--- config.mk ---
export PLATFORM = sky130hd
export DESIGN_NAME = oled_pixel_streamer_flat
export DESIGN_NICKNAME = d
export VERILOG_FILES = /design/src/rtl/oled_pixel_streamer_pkg.sv /design/src/rtl/oled_pixel_streamer_if.sv /design/src/rtl/oled_pixel_streamer_fifo.sv /design/src/rtl/oled_pixel_streamer.sv /design/src/flat_wrapper.sv
export SDC_FILE = /design/constraint.sdc
export NUM_CORES = 1
export LEC_CHECK = 0
export BUFFER_PORTS_ARGS = -buffer_cell sky130_fd_sc_hd__buf_2
export CORE_UTILIZATION = 33
export DETAILED_ROUTE_END_ITERATION = 16
export SKIP_LAST_GASP = 1
export SYNTH_ARGS = -nofsm -noshare
export SYNTH_HDL_FRONTEND = slang
export SYNTH_SLANG_ARGS = --single-unit
--- constraint.sdc ---
create_clock -name clk -period 2.6 [get_ports clk]
set_input_delay 0.39 -clock clk [delete_from_list [all_inputs] [get_ports clk]]
set_output_delay 0.39 -clock clk [all_outputs]
set_load 0.05 [all_outputs]
--- src/rtl/oled_pixel_streamer_pkg.sv ---
// Shared definitions for the OLED pixel streamer.
// Contents: panel geometry, RGB565 colour constants, scan FSM state
// encoding and the word format held in the output FIFO.
package oled_pkg;

   localparam int OLED_WIDTH  = 96;
   localparam int OLED_HEIGHT = 64;
   localparam int FIFO_DEPTH  = 2;

   localparam logic [15:0] RGB565_BLACK = 16'h0000;
   localparam logic [15:0] RGB565_WHITE = 16'hFFFF;
   localparam logic [15:0] RGB565_RED   = 16'hF800;
   localparam logic [15:0] RGB565_GREEN = 16'h07E0;
   localparam logic [15:0] RGB565_BLUE  = 16'h001F;

   typedef enum logic [1:0] {
      ST_IDLE  = 2'd0,
      ST_SCAN  = 2'd1,
      ST_DRAIN = 2'd2
   } state_t;

   // One FIFO entry: colour plus frame-boundary tags (18 bits total).
   typedef struct packed {
      logic [15:0] data;
      logic        first;
      logic        last;
   } fifo_word_t;

endpackage

--- src/rtl/oled_pixel_streamer_if.sv ---
// Pixel stream toward the OLED driver (valid/ready handshake).
// master: streamer side, drives data/valid/first/last, samples ready.
// slave : driver side.
interface oled_pixel_streamer_if;
   logic [15:0] out_data;
   logic        out_valid;
   logic        out_ready;
   logic        out_first;
   logic        out_last;

   modport master (output out_data, output out_valid, output out_first,
                   output out_last, input out_ready);
   modport slave  (input out_data, input out_valid, input out_first,
                   input out_last, output out_ready);
endinterface

--- src/rtl/oled_pixel_streamer_fifo.sv ---
// pixel_fifo2: two-entry FIFO of tagged pixels.
// Ports: clk, rst_n (sync, active-low), push/push_data, pop/pop_data
// (head, valid while !empty), full, empty, count (0..2).
module pixel_fifo2
   import oled_pkg::*;
(
   input  logic       clk,
   input  logic       rst_n,
   input  logic       push,
   input  fifo_word_t push_data,
   input  logic       pop,
   output fifo_word_t pop_data,
   output logic       full,
   output logic       empty,
   output logic [1:0] count
);

   fifo_word_t mem_reg [FIFO_DEPTH];
   logic       wr_ptr_reg;
   logic       rd_ptr_reg;
   logic [1:0] count_reg;
   logic       do_push;
   logic       do_pop;

   assign full     = (count_reg == 2'd2);
   assign empty    = (count_reg == 2'd0);
   assign count    = count_reg;
   assign pop_data = mem_reg[rd_ptr_reg];
   assign do_push  = push && !full;
   assign do_pop   = pop && !empty;

   always_ff @(posedge clk) begin
      if (!rst_n) begin
         for (int i = 0; i < FIFO_DEPTH; i++) mem_reg[i] <= '0;
         wr_ptr_reg <= 1'b0;
         rd_ptr_reg <= 1'b0;
         count_reg  <= 2'd0;
      end else begin
         if (do_push) begin
            mem_reg[wr_ptr_reg] <= push_data;
            wr_ptr_reg          <= ~wr_ptr_reg;
         end
         if (do_pop) rd_ptr_reg <= ~rd_ptr_reg;
         // Simultaneous push and pop leaves the count unchanged.
         case ({do_push, do_pop})
            2'b10:   count_reg <= count_reg + 2'd1;
            2'b01:   count_reg <= count_reg - 2'd1;
            default: count_reg <= count_reg;
         endcase
      end
   end

   always_ff @(posedge clk) begin
      if (rst_n) begin
         push_into_full : assert (!(push && full));
      end
   end

endmodule

--- src/rtl/oled_pixel_streamer.sv ---
// oled_pixel_streamer: raster-scans x/y toward a pixel generator, captures
// the returned colour one cycle later and streams it to the OLED driver.
// Ports: clk, rst_n (sync, active-low), enable (frame request level),
// x/y (scan coordinate), pixel_in (colour for previous cycle's x/y),
// out_bus (data/valid/ready/first/last stream), frame_done (1-cycle pulse).
module oled_pixel_streamer
   import oled_pkg::*;
#(
   parameter int WIDTH  = OLED_WIDTH,
   parameter int HEIGHT = OLED_HEIGHT
) (
   input  logic                 clk,
   input  logic                 rst_n,
   input  logic                 enable,
   output logic [6:0]           x,
   output logic [6:0]           y,
   input  logic [15:0]          pixel_in,
   oled_pixel_streamer_if.master out_bus,
   output logic                 frame_done
);

   state_t     state_reg, state_next;
   logic [6:0] x_reg, x_next;
   logic [6:0] y_reg, y_next;
   logic       inflight_reg;
   logic       tag_first_reg, tag_last_reg;
   logic       issue;
   logic       at_first, at_last_col, at_last_row;

   fifo_word_t push_word, head_word;
   logic       fifo_full, fifo_empty, fifo_pop;
   logic [1:0] fifo_count;

   assign at_first    = (x_reg == 7'd0) && (y_reg == 7'd0);
   assign at_last_col = (x_reg == 7'(WIDTH - 1));
   assign at_last_row = (y_reg == 7'(HEIGHT - 1));

   always_comb begin
      state_next = state_reg;
      x_next     = x_reg;
      y_next     = y_reg;
      issue      = 1'b0;
      frame_done = 1'b0;
      case (state_reg)
         ST_IDLE: begin
            x_next = 7'd0;
            y_next = 7'd0;
            if (enable) state_next = ST_SCAN;
         end
         ST_SCAN: begin
            // Credit rule: buffered plus in-flight pixels may not exceed
            // the FIFO depth once the new pixel lands.
            issue = (({1'b0, fifo_count} + {2'b00, inflight_reg}) <= 3'd1);
            if (issue) begin
               if (at_last_col) begin
                  x_next = 7'd0;
                  if (at_last_row) begin
                     y_next     = 7'd0;
                     state_next = ST_DRAIN;
                  end else begin
                     y_next = y_reg + 7'd1;
                  end
               end else begin
                  x_next = x_reg + 7'd1;
               end
            end
         end
         ST_DRAIN: begin
            // Empty FIFO with nothing in flight means the last pixel left.
            if (fifo_empty && !inflight_reg) begin
               frame_done = 1'b1;
               state_next = enable ? ST_SCAN : ST_IDLE;
            end
         end
         default: state_next = ST_IDLE;
      endcase
   end

   always_ff @(posedge clk) begin
      if (!rst_n) begin
         state_reg     <= ST_IDLE;
         x_reg         <= 7'd0;
         y_reg         <= 7'd0;
         inflight_reg  <= 1'b0;
         tag_first_reg <= 1'b0;
         tag_last_reg  <= 1'b0;
      end else begin
         state_reg     <= state_next;
         x_reg         <= x_next;
         y_reg         <= y_next;
         inflight_reg  <= issue;
         tag_first_reg <= issue && at_first;
         tag_last_reg  <= issue && at_last_col && at_last_row;
      end
   end

   assign push_word.data  = pixel_in;
   assign push_word.first = tag_first_reg;
   assign push_word.last  = tag_last_reg;
   assign fifo_pop        = !fifo_empty && out_bus.out_ready;

   pixel_fifo2 u_fifo (
      .clk       (clk),
      .rst_n     (rst_n),
      .push      (inflight_reg),
      .push_data (push_word),
      .pop       (fifo_pop),
      .pop_data  (head_word),
      .full      (fifo_full),
      .empty     (fifo_empty),
      .count     (fifo_count)
   );

   always_ff @(posedge clk) begin
      if (rst_n) begin
         credit_overrun : assert (!(inflight_reg && fifo_full));
      end
   end

   // Outputs are forced to zero when no pixel is held.
   assign x                 = x_reg;
   assign y                 = y_reg;
   assign out_bus.out_valid = !fifo_empty;
   assign out_bus.out_data  = fifo_empty ? 16'h0000 : head_word.data;
   assign out_bus.out_first = !fifo_empty && head_word.first;
   assign out_bus.out_last  = !fifo_empty && head_word.last;

endmodule

--- src/flat_wrapper.sv ---
// flat-port wrapper written by rule: the top's interface ports become plain ports
module oled_pixel_streamer_flat import oled_pkg::*;
#(
   parameter int WIDTH  = OLED_WIDTH,
   parameter int HEIGHT = OLED_HEIGHT
)
  (clk, rst_n, enable, x, y, pixel_in, frame_done, out_bus_out_data, out_bus_out_valid, out_bus_out_first, out_bus_out_last, out_bus_out_ready);
  oled_pixel_streamer_if out_bus_i ();
  input  logic clk;
  input  logic rst_n;
  input  logic enable;
  output logic [6:0] x;
  output logic [6:0] y;
  input  logic [15:0] pixel_in;
  output logic frame_done;
  output wire logic [$bits(out_bus_i.out_data)-1:0] out_bus_out_data;
  output wire logic [$bits(out_bus_i.out_valid)-1:0] out_bus_out_valid;
  output wire logic [$bits(out_bus_i.out_first)-1:0] out_bus_out_first;
  output wire logic [$bits(out_bus_i.out_last)-1:0] out_bus_out_last;
  input wire logic [$bits(out_bus_i.out_ready)-1:0] out_bus_out_ready;
  assign out_bus_out_data = out_bus_i.out_data;
  assign out_bus_out_valid = out_bus_i.out_valid;
  assign out_bus_out_first = out_bus_i.out_first;
  assign out_bus_out_last = out_bus_i.out_last;
  assign out_bus_i.out_ready = out_bus_out_ready;
  oled_pixel_streamer #(.WIDTH(WIDTH), .HEIGHT(HEIGHT)) u_core (.clk(clk), .rst_n(rst_n), .enable(enable), .x(x), .y(y), .pixel_in(pixel_in), .out_bus(out_bus_i), .frame_done(frame_done));
endmodule
* Word level (Yosys, flattened, before mapping)
Memories as Yosys holds them, arrays and structs flattened. A register that Yosys moved wholly into a read port is not among the register bits. Index checks and enable logic that the tools add are counted.
Word-level totals: register bits 23, bits in writable memories 36, input port bits 20, output and inout port bits 34, memories 1
Operators by class: add/subtract/negate cells 5, $lt $le $gt $ge 1, eq/ne operators 12, multiplexer cells 28, bitwise gates (word level) 2, reductions and logical operators 23
Memory list:
- u_core.u_fifo.mem_reg | words 2, width 18, read ports 1, clocked after memory_dff 1, write ports 2, line oled_pixel_streamer_fifo.sv:18 | fifo_word_t mem_reg [FIFO_DEPTH];
Operators with widths (number):
- $mux 7 | 5
- $pmux 7 s2 | 2
- $mux 18 | 1
- $reduce_or 18->1 | 1
- $mux 16 | 1
- $add 7x1->7 const B | 2
- $logic_not 7->1 | 2
- $mux 1 | 12
- $logic_and 1x1->1 | 10
- $mux 2 | 5
- $ne 2x1->1 const B | 4
- $eq 7x6->1 const B | 1
- $eq 7x7->1 const B | 1
- $eq 2x2->1 const B | 3
- $pmux 2 s3 | 1
- $reduce_and 5->1 | 1
- $eq 2x1->1 const B | 2
- $logic_not 2->1 | 2
- $pmux 2 s2 | 1
- $reduce_bool 2->1 | 2
- $add 2x1->3 | 1
- $le 3x1->1 const B | 1
- $logic_not 1->1 | 3
- $reduce_and 3->1 | 1
- 5 further kinds | 6

* Logic depth before layout (Yosys ltp)
Gate-level depths: netlist of the first run.
word-level depth 8, gate-level depth with buffers 8, mapped depth without buffers 7

* By module
Synthesis of the first run repeated with hierarchy kept, for this count alone.
Unflattened totals: cell total of the unflattened synthesis 289, area total of the unflattened synthesis 2969.1 um2
By module, submodules not included:
- pixel_fifo2 | instances 1, cells each 142, area an instance 1804.2 um2, sequential area each 1181.1 um2
- oled_pixel_streamer | instances 1, cells each 147, area an instance 1164.9 um2, sequential area each 380.4 um2

* Worst setup path before layout of the first run
Ideal clock, no wire load.
path type input-to-reg, start input rst_n, end memory u_core.u_fifo.mem_reg[1][0] (netlist bit), enable pin, setup time 0.418 ns, arrival time 1.927 ns, path slack 0.255 ns, cell stages on the path 3, buffers on the path 1, cells stage by stage buf_2 -> nand2_1 -> o21ai_0
RTL lines:
- from (decl) | line flat_wrapper.sv:10 | input logic rst_n;
- to (decl) | line oled_pixel_streamer_fifo.sv:18

* Worst setup path after layout of the first run
start register u_core.x_reg[0] (netlist: u_core.x[0]), end register u_core.y_reg[3] (netlist: u_core.y[3])
Between the ends: cells in the longest elaborated chain, start to end 3
Ends and longest elaborated chain:
- from (decl) | line oled_pixel_streamer.sv:23 | logic [6:0] x_reg, x_next;
- from (signal assigned) | line oled_pixel_streamer.sv:89 | x_reg <= x_next;
- $eq 7x7->1 | line oled_pixel_streamer.sv:35 | assign at_last_col = (x_reg == 7'(WIDTH - 1));
- $ne 2x1->1 (no line)
- $reduce_and 3->1 (no line)
- to (signal assigned) | line oled_pixel_streamer.sv:90 | y_reg <= y_next;
- to (decl) | line oled_pixel_streamer.sv:24 | logic [6:0] y_reg, y_next;
No other way between the ends. A chain may end at the register's enable or synchronous reset.

==> results.toml, run 1 <==
[critical_path]
crit_path_end_kind = "flop"
required_ps = 2840
crit_family = "simple AND/OR/NAND/NOR gates"
worstSetupPathType = "flop to flop"
critPathLaunchType = "flop"
worstPathArrival_ps = 2230
cpMaxStageDelayCell = "or4_1"
crit_buf_inv = 0
worstPathCellList = "ha_1 -> and4b_1 -> a21oi_1 -> or4_1 -> a221oi_1"
worst-path-max-fanout = 7
cpPeakStageDelay_ps = 500

[floorplan]
start_util_pct = 34.4
chipHeight_um = 94.8
fp.coreArea_mm2 = 0.00826
num_rows = 33
dieArea_mm2 = 0.00898
num_io_pins = 54
die_w_um = 94.8

[power_and_ir_drop]
powerDensity_mw_per_mm2 = 828
leakagePower_nw = 1.43
ir_worst_vdd_mv = 0.266
finalPower_mw = 2.88

[timing]
tightest_slew_ps = 983
timing.setup.tns_ps = 0
fin_crit_sh_pct = 76.4
relSlewSlack_pct = 34.5
finalCriticalPeriod_ps = 1990
setup_viol = 0
slew_violations = 0
rsz0062_at_grt = "no"
fin_worst_skew_ps = 7.39
hold_viol = 0
fmax_ghz = 0.504

[logic_synthesis]
yosysUniqueCellTypes = 44
synthesis.nets = 288
synth_cells = 263
syn_avg_cell_area_um2 = 10.8
syn_area_mm2 = 0.00284
yosysSeqAreaShare_pct = 55.0
ys_ff_latch = 60
ys_warn_count = 0

[placement]
dp_cells = 417
io_buffers = 53
routabilityCongestion = 0.885
dp_hpwl_um = 4060

[grt]
grt.overflow.total = 0
grt_usage_pct = 14.3
grt_first_pass_wirelength_um = 9520
grt_max_degree = 19
antenna_found_initial = 0
grt_pass1_vias = 1986

[cts]
clockBufferDepth = 2
tritoncts = "done"
cts_buffers = 9
clock_sinks = 60
htree_num_levels = 3
clkTransAtPathRegs_ps = 70
hold_buffers = 0
post_cts_buffers = 0
clk_latency_ps = 340
root_buffer = "clkbuf_8"
post_cts_resized = 0

[layout]
nFillCells = 809
final_cells = 433
largest_reg_flops = 36
antenna_cells = 0
layout.nets = 348
area_growth_pct = 22.6
drive_gt1_share_pct = 24.1

[hold_path]
min_path_type = "primary input to flop"

[detailed_routing]
avgViaCountPerCell = 4.95
drc_errors = 0
vias = 2143
routedWlPerCell_um = 14.0
first_iter_violations = 142
firstDrtPassIters = 4
drtAntennaViolNets = 0
routed_wl_um = 6040

[run]
cap_violations = 0

[run_status]
status = "complete, no violations"
-- cell type report --
cell class / instances / area (um^2) / share of cell area [%]
inverters: 10 / 37.5 / 1.08
clock inverters: 7 / 115 / 3.31
well taps: 105 / 131 / 3.78
repair buffers: 59 / 310 / 8.92
multi-input cells: 183 / 1200 / 34.5
flip-flops and latches: 60 / 1560 / 44.9
clock buffers: 9 / 124 / 3.56
-- worst reg2reg max path: cells and delay by family (launching register included) --
family | cells | cell delay (ps)
AND/OR/NAND/NOR | 2 | 750
flip-flops | 1 | 450
adder cells (fa/ha/maj) | 1 | 250
AO/OA/AOI/OAI | 2 | 440
-- Yosys cell counts --
| cell type | number | area (um^2) |
|---|---|---|
| o21ai_0 | 10 | 50.1 |
| a221oi_1 | 3 | 26.3 |
| buf_2 | 2 | 10.0 |
| or4_1 | 3 | 22.5 |
| o21a_1 | 2 | 15.0 |
| nand3_1 | 9 | 45.0 |
| or3_1 | 3 | 18.8 |
| a21o_1 | 3 | 22.5 |
| a2111oi_0 | 3 | 26.3 |
| a32oi_1 | 1 | 8.76 |
| edfxtp_1 | 36 | 1080 |
| a31o_2 | 1 | 8.76 |
| o21ai_1 | 1 | 5.00 |
| buf_6 | 1 | 11.3 |
| nand4_1 | 1 | 6.26 |
| xnor2_1 | 2 | 17.5 |
| ha_1 | 5 | 62.6 |
| a41oi_1 | 1 | 8.76 |
| and4b_1 | 1 | 10.0 |
| nor2b_1 | 1 | 6.26 |
| inv_1 | 9 | 33.8 |
| o221a_2 | 1 | 11.3 |
| a31oi_1 | 1 | 6.26 |
| nor3b_1 | 1 | 7.51 |
| xor2_1 | 5 | 43.8 |
| o31ai_1 | 3 | 22.5 |
| o311a_1 | 1 | 10.0 |
| and3_1 | 2 | 12.5 |
| nand2b_1 | 1 | 6.26 |
| nor3_1 | 6 | 30.0 |
| clkbuf_1 | 7 | 26.3 |
| clkinv_1 | 1 | 3.75 |
| nor4_1 | 4 | 25.0 |
| mux2i_1 | 18 | 180 |
| a21oi_1 | 5 | 25.0 |
| a32o_1 | 1 | 10.0 |
| and2_1 | 41 | 257 |
| a211oi_1 | 2 | 15.0 |
| nor2_1 | 28 | 105 |
| nand2_1 | 10 | 37.5 |
| nand4b_1 | 1 | 8.76 |
| a22o_1 | 1 | 8.76 |
| a41o_1 | 1 | 10.0 |
| dfxtp_1 | 24 | 480 |
-- routing by layer --
metal | wire (um) | vias up | track usage (%)
met5 | 0 | - | 0
met4 | 110 | 0 | 8.08
met3 | 325 | 12 | 4.03
met2 | 2840 | 73 | 22.5
met1 | 2770 | 988 | 17.6
li1 | - | 1070 | -
-- logic make-up after synthesis --
logic type | after synthesis | synth area share [%]
compound gates | 41 | 10.2
xor+xnor | 7 | 2.16
fa+ha+maj | 5 | 2.20
buf+inv | 20 | 3.00
flops | 60 | 55.0
mux | 18 | 6.35
simple gates | 112 | 21.1
-- worst paths after layout --
path	startpoint	depth (start not counted)	slack, ps	end
setup reg to reg	u_core.x[0]$_SDFFE_PN0P_	5	610	u_core.y[3]$_SDFFE_PN0P_
setup / recovery	u_core.x[0]$_SDFFE_PN0P_	5	610	u_core.y[3]$_SDFFE_PN0P_
hold reg to reg	u_core.y[6]$_SDFFE_PN0P_	1	510	u_core.y[6]$_SDFFE_PN0P_
hold / removal	enable	2	320	u_core.state_reg[0]$_SDFFE_PN0P_
-- cells in the final DEF, fill, tap and decap left out, types with 2 or more instances in the layout --
cell | Yosys | final
buf_4 | 0 | 6
nor4_1 | 4 | 4
bufinv_16 | 0 | 3
a221oi_1 | 3 | 3
nor2_1 | 28 | 28
nand2_1 | 10 | 10
and2_1 | 41 | 41
clkbuf_8 | 0 | 9
xnor2_1 | 2 | 2
inv_1 | 9 | 9
ha_1 | 5 | 5
a2111oi_0 | 3 | 3
a21o_1 | 3 | 3
and3_1 | 2 | 2
xor2_1 | 5 | 5
o31ai_1 | 3 | 3
clkinv_2 | 0 | 2
edfxtp_1 | 36 | 36
a21oi_1 | 5 | 5
dfxtp_1 | 24 | 24
a211oi_1 | 2 | 2
or4_1 | 3 | 3
nand3_1 | 9 | 9
o21ai_0 | 10 | 8
clkinvlp_4 | 0 | 2
or3_1 | 3 | 3
o21ai_2 | 0 | 2
buf_2 | 2 | 53
o21a_1 | 2 | 2
mux2i_1 | 18 | 18
nor3_1 | 6 | 6
-- stage by stage --
step	setup WS [ps]	cell area (um^2)	hold slack (ps)	util, %
2_1_floorplan	255	2840	496	-
3_5_place_dp	631	3240	488	39.2
6_report	615	3480	319	42.1
3_3_place_gp	624	3240	486	39.2
4_1_cts	613	3480	307	42.1
5_1_grt	386	3480	309	42.1
-- report_power, final --
group / total [mW] / internal, mW / switching [mW]
Combinational: 0.744 / 0.214 / 0.529
Clock: 1.01 / 0.632 / 0.382
Sequential: 1.12 / 1.08 / 0.0398
Total: 2.88 / 1.93 / 0.951
Power figures use the tool's default switching activity.
==> run 2: changes to the inputs <==
- clock period: 2.6 -> 1.66 ns (I/O delays scaled with it)
==> run 2 against run 1 <==
Compared with the run above:
- the run now ends with negative setup slack left
- combinational power rose by 120%
- worst setup slack worse by 700 ps
- clock power up 30%
- highest routed layer unchanged
- utilization grew 6.0 points
- register-to-register slack got worse by 650 ps
- clock skew down 1.1 ps
- critical path depth increased by 1
- count of clock-buffer cells in the layout unchanged
- cell count grew 6.9%
==> results.toml, run 2 (same netlist as run 1, synthesis figures left out) <==
[run_status]
status = "complete, but fails checks"
violations = "negative setup slack"

[layout]
final_cell_mix = "buf_4, and2_1, edfxtp_1"
largest_reg_flops = 36
antenna_cells = 0
layout.nets = 378
area_growth_pct = 39.9
stdcell_area_mm2 = 0.00397
nFillCells = 790
post-route-util_pct = 48.1
drive_gt1_share_pct = 44.1
final_common_cell = "buf_4"

[detailed_routing]
drc_errors = 0
avgViaCountPerCell = 4.95
first_iter_violations = 73
routed_wl_um = 6550
firstDrtPassIters = 4
routedWlPerCell_um = 14.1
drtAntennaViolNets = 0
vias = 2290

[hold_path]
min_path_type = "primary input to flop"

[critical_path]
cpMaxStageDelayCell = "dfxtp_2"
required_ps = 1410
worstPathCellList = "buf_6 -> nor2_4 -> clkinv_4 -> nor3_4 -> and2_4 -> buf_8"
worstSetupPathType = "flop to output port"
cpPeakStageDelay_ps = 330
crit_buf_inv = 3
worst-path-max-fanout = 4
crit_path_end_kind = "output port"
crit_family = "simple AND/OR/NAND/NOR gates"
worstPathArrival_ps = 1500
critPathLaunchType = "flop"

[placement]
dp_hpwl_um = 4380
io_buffers = 53
placed_area_mm2 = 0.00355
routabilityCongestion = 0.881

[timing]
finalCriticalPeriod_ps = 1750
relSlewSlack_pct = 59.4
slew_violations = 0
fin_crit_sh_pct = 105
tightest_slew_ps = 607
hold_viol = 0
setup_viol = 23
rsz0062_at_grt = "yes"
final.setup.worst_slack_ps = -86.5
fin_worst_skew_ps = 6.26
fmax_ghz = 0.573

[cts]
clock_sinks = 60
clockBufferDepth = 2
cts_buffers = 9
clkTransAtPathRegs_ps = 70
clk_latency_ps = 340
tritoncts = "done"
root_buffer = "clkbuf_8"
hold_buffers = 0
htree_num_levels = 3

[grt]
grt_usage_pct = 15.6
grt_pass1_vias = 2169
grt_first_pass_wirelength_um = 10500
grt.overflow.total = 0
grt_max_degree = 19
gr-usage-met2_pct = 24.8
grt_busiest_layer = "met2"
met1_usage_pct = 19.7
met3_usage_pct = 4.19
antenna_found_initial = 0

[floorplan]
start_util_pct = 34.4
num_rows = 33
dieArea_mm2 = 0.00898
fp.coreArea_mm2 = 0.00826
chipHeight_um = 94.8
num_io_pins = 54
die_w_um = 94.8

[power_and_ir_drop]
powerDensity_mw_per_mm2 = 1190
leakagePower_nw = 1.59
ir_worst_vdd_mv = 0.519

[run]
cap_violations = 0
[run 2: cell types whose count changed in the layout (fill, tap and decap cells not counted), sizes merged]
cell	delta
buf	+30
bufinv	-2
clkinv	+1
clkinvlp	+1
[run 2: through the flow]
step           instances  hold WS, ps  setup WS (ps)  setup TNS (ps)  power [mW]
2_1_floorplan        263          434           -158           -5490        2.80
3_3_place_gp         439          484           15.6               0        3.18
3_5_place_dp         439          488          -36.1            -136        3.19
4_1_cts              455          180           -102           -1250        4.59
5_1_grt              463          188           -167           -2480        4.97
6_report             463          192          -86.5           -1010        4.73
[run 2: cell type report]
class	count	area, um^2	area share, %
Sequential cell	60	1590	40.1
Multi-Input combinational cell	183	1350	34.0
Timing Repair Buffer	89	656	16.5
Tap cell	105	131	3.31
Clock buffer	9	124	3.12
Clock inverter	7	75.1	1.89
Inverter	10	42.5	1.07
[run 2: power breakdown]
part / internal (mW) / switching, mW / total, mW
Clock: 0.696 / 0.618 / 1.31
Combinational: 0.670 / 0.987 / 1.66
Sequential: 1.70 / 0.0583 / 1.76
Total: 3.06 / 1.66 / 4.73
[run 2: timing repair]
item	in CTS	in global routing
pin swaps	3	8
resized for setup	18	50
setup endpoints to repair	44	43
gates cloned	0	0
setup buffers	0	8
[run 2: metal layers]
metal | share of wire, % | up-vias | wire length, um
met1 | 46 | 1077 | 3010
li1 | - | 1134 | -
met3 | 5.3 | 12 | 349
met4 | 2.1 | 0 | 139
met5 | 0 | - | 0
met2 | 47 | 67 | 3060
[run 2: final timing paths]
path | start | end | slack (ps) | depth (start not counted)
worst max-delay path | u_core.u_fifo.count[0]$_SDFFE_PN0P_ | frame_done | -90 | 6
worst min-delay path | enable | u_core.state_reg[0]$_SDFFE_PN0P_ | 190 | 2
worst max register to register | u_core.u_fifo.count[0]$_SDFFE_PN0P_ | u_core.x[4]$_SDFFE_PN0P_ | -40 | 6
worst min register to register | u_core.y[6]$_SDFFE_PN0P_ | u_core.y[6]$_SDFFE_PN0P_ | 500 | 1
==> run 3: changes to the inputs <==
- PLACE_DENSITY: unset -> 0.55
==> run 3 against run 2 <==
Compared with the run above:
- the flow still finishes with violations (negative setup slack)
- global-route usage is 0.076 points higher
- final area is 4.8% higher
- count of clock-buffer cells in the layout stayed put
- die area stayed put
- worst hold slack better by 1.7 ps
- largest power group is now combinational cells
- highest routed layer unchanged
- clock power is 24% higher
- cell count is 0.65% higher
- total power is 11% higher
==> results.toml, run 3 (same netlist as run 1, synthesis figures left out) <==
[placement]
routabilityCongestion = 0.853
io_buffers = 53
dp_hpwl_um = 4470
dp_cells = 437

[layout]
area_growth_pct = 46.7
final_common_cell = "and2_1"
drive_gt1_share_pct = 44.9
layout.nets = 381
largest_reg_flops = 36
post-route-util_pct = 50.4
final_cells = 466
antenna_cells = 0
final_cell_mix = "and2_1, edfxtp_1, buf_2"
nFillCells = 774

[hold_path]
hold_end = "u_core.state_reg[0]$_SDFFE_PN0P_"
hp-start = "enable"
holdPathStages = 2
min_path_type = "primary input to flop"

[detailed_routing]
routedWlPerCell_um = 15.0
wl_met1_um = 2960
drtAntennaViolNets = 0
avgViaCountPerCell = 5.08
routed_wl_um = 6980
firstDrtPassIters = 4
highest-signal-layer = "met4"
wl_met2_um = 3540
drc_errors = 0
routed-wl-met3_um = 356
vias = 2368
first_iter_violations = 86

[grt]
grt_pass1_vias = 2241
grt_max_degree = 19
grt_usage_pct = 15.7
antenna_found_initial = 0
grt_first_pass_wirelength_um = 10600
grt.overflow.total = 0

[cts]
clock_sinks = 60
cts_buffers = 9
clk_latency_ps = 330
clockBufferDepth = 2
tritoncts = "done"
htree_num_levels = 3
root_buffer = "clkbuf_8"
clkTransAtPathRegs_ps = 80

[timing]
fin_crit_sh_pct = 104
tightest_slew_ps = 638
fin_worst_skew_ps = 9.84
finalCriticalPeriod_ps = 1720
slew_violations = 0
fmax_ghz = 0.580
fin_hold_ws_ps = 194
final.setup.worst_slack_ps = -62.8
relSlewSlack_pct = 57.3
rsz0062_at_grt = "yes"
hold_viol = 0
setup_viol = 20

[floorplan]
start_util_pct = 34.4
num_io_pins = 54
die_w_um = 94.8
fp.coreArea_mm2 = 0.00826
num_rows = 33
chipHeight_um = 94.8
dieArea_mm2 = 0.00898

[critical_path]
worstSetupPathType = "flop to output port"
crit_path_end_kind = "output port"
critPathLaunchType = "flop"
r2r_start = "u_core.u_fifo.count[1]$_SDFFE_PN0P_"
required_ps = 1410
worstPathArrival_ps = 1470
reg2reg_depth = 6
timing.rr.end = "u_core.u_fifo.count[1]$_SDFFE_PN0P_"
worst-path-max-fanout = 4
rrSetupSlack_ps = -60

[power_and_ir_drop]
finalPower_mw = 5.26
ir_worst_vdd_mv = 0.450
powerDensity_mw_per_mm2 = 1260
leakagePower_nw = 1.67

[run_status]
status = "complete, but fails checks"
violations = "negative setup slack"

[run]
cap_violations = 0
-- run 3: cell types whose count changed in the layout (fill, tap and decap cells not counted), sizes merged --
cell	delta
bufinv	+2
clkinv	-2
buf	+2
clkbuf	+1
inv	+1
clkinvlp	-1
-- run 3: power by group --
part	total (mW)	switching (mW)	internal (mW)
sequential	1.76	0.0624	1.70
combinational	1.88	1.06	0.823
clock	1.62	0.619	1.00
-- run 3: metrics by stage --
step | setup TNS [ps] | cell area (um^2) | setup WS, ps
global route | -2290 | 4160 | -158
CTS | -1330 | 3990 | -115
finish | -1100 | 4160 | -62.8
detailed placement | -1240 | 3560 | -49.2
global placement | -272 | 3560 | -10.7
floorplan | -5490 | 2940 | -158
-- run 3: how the worst max path moves through the flow --
stage,end,start,cells past startpoint
floorplan,u_core.u_fifo.mem_reg[1][0]$_SDFFCE_PN0P_,u_core.u_fifo.count[0]$_SDFFE_PN0P_,3
global route,u_core.u_fifo.count[1]$_SDFFE_PN0P_,u_core.u_fifo.count[1]$_SDFFE_PN0P_,6
detailed placement,u_core.u_fifo.mem_reg[0][3]$_SDFFCE_PN0P_,u_core.inflight_reg$_SDFF_PN0_,3
CTS,frame_done,u_core.u_fifo.count[1]$_SDFFE_PN0P_,6
global placement,u_core.u_fifo.mem_reg[1][12]$_SDFFCE_PN0P_,u_core.inflight_reg$_SDFF_PN0_,3
finish,frame_done,u_core.u_fifo.count[0]$_SDFFE_PN0P_,6
-- run 3: final cells by class --
| type | instances | area (um^2) | share of cell area [%] |
|---|---|---|---|
| sequential | 60 | 1590 | 38.3 |
| multi-input combinational | 183 | 1350 | 32.5 |
| timing repair buffer | 92 | 797 | 19.1 |
| tap | 105 | 131 | 3.16 |
| clock buffer | 9 | 124 | 2.97 |
| clock inverter | 7 | 123 | 2.94 |
| inverter | 10 | 42.5 | 1.02 |
-- run 3: worst max-delay path, cell delays in order, from the launching register on --
cell     delay (ps)
dfxtp_2         350
buf_6           130
nor2_4          170
inv_6            60
nor3_4          130
and2_4          170
buf_8           130
-- run 3: layer usage --
metal	up-vias	GRT usage (%)
li1	1145	-
met1	1136	18.4
met2	73	27.9
met3	14	3.14
met4	0	6.44
met5	-	0
-- run 3: repair_timing --
| action | CTS | global route |
|---|---|---|
| pin swaps | 3 | 6 |
| setup endpoints to repair | 60 | 27 |
| resized for setup | 45 | 22 |
| buffers inserted | 2 | 9 |
| hold buffers | 0 | 0 |
| gates cloned | 1 | 1 |
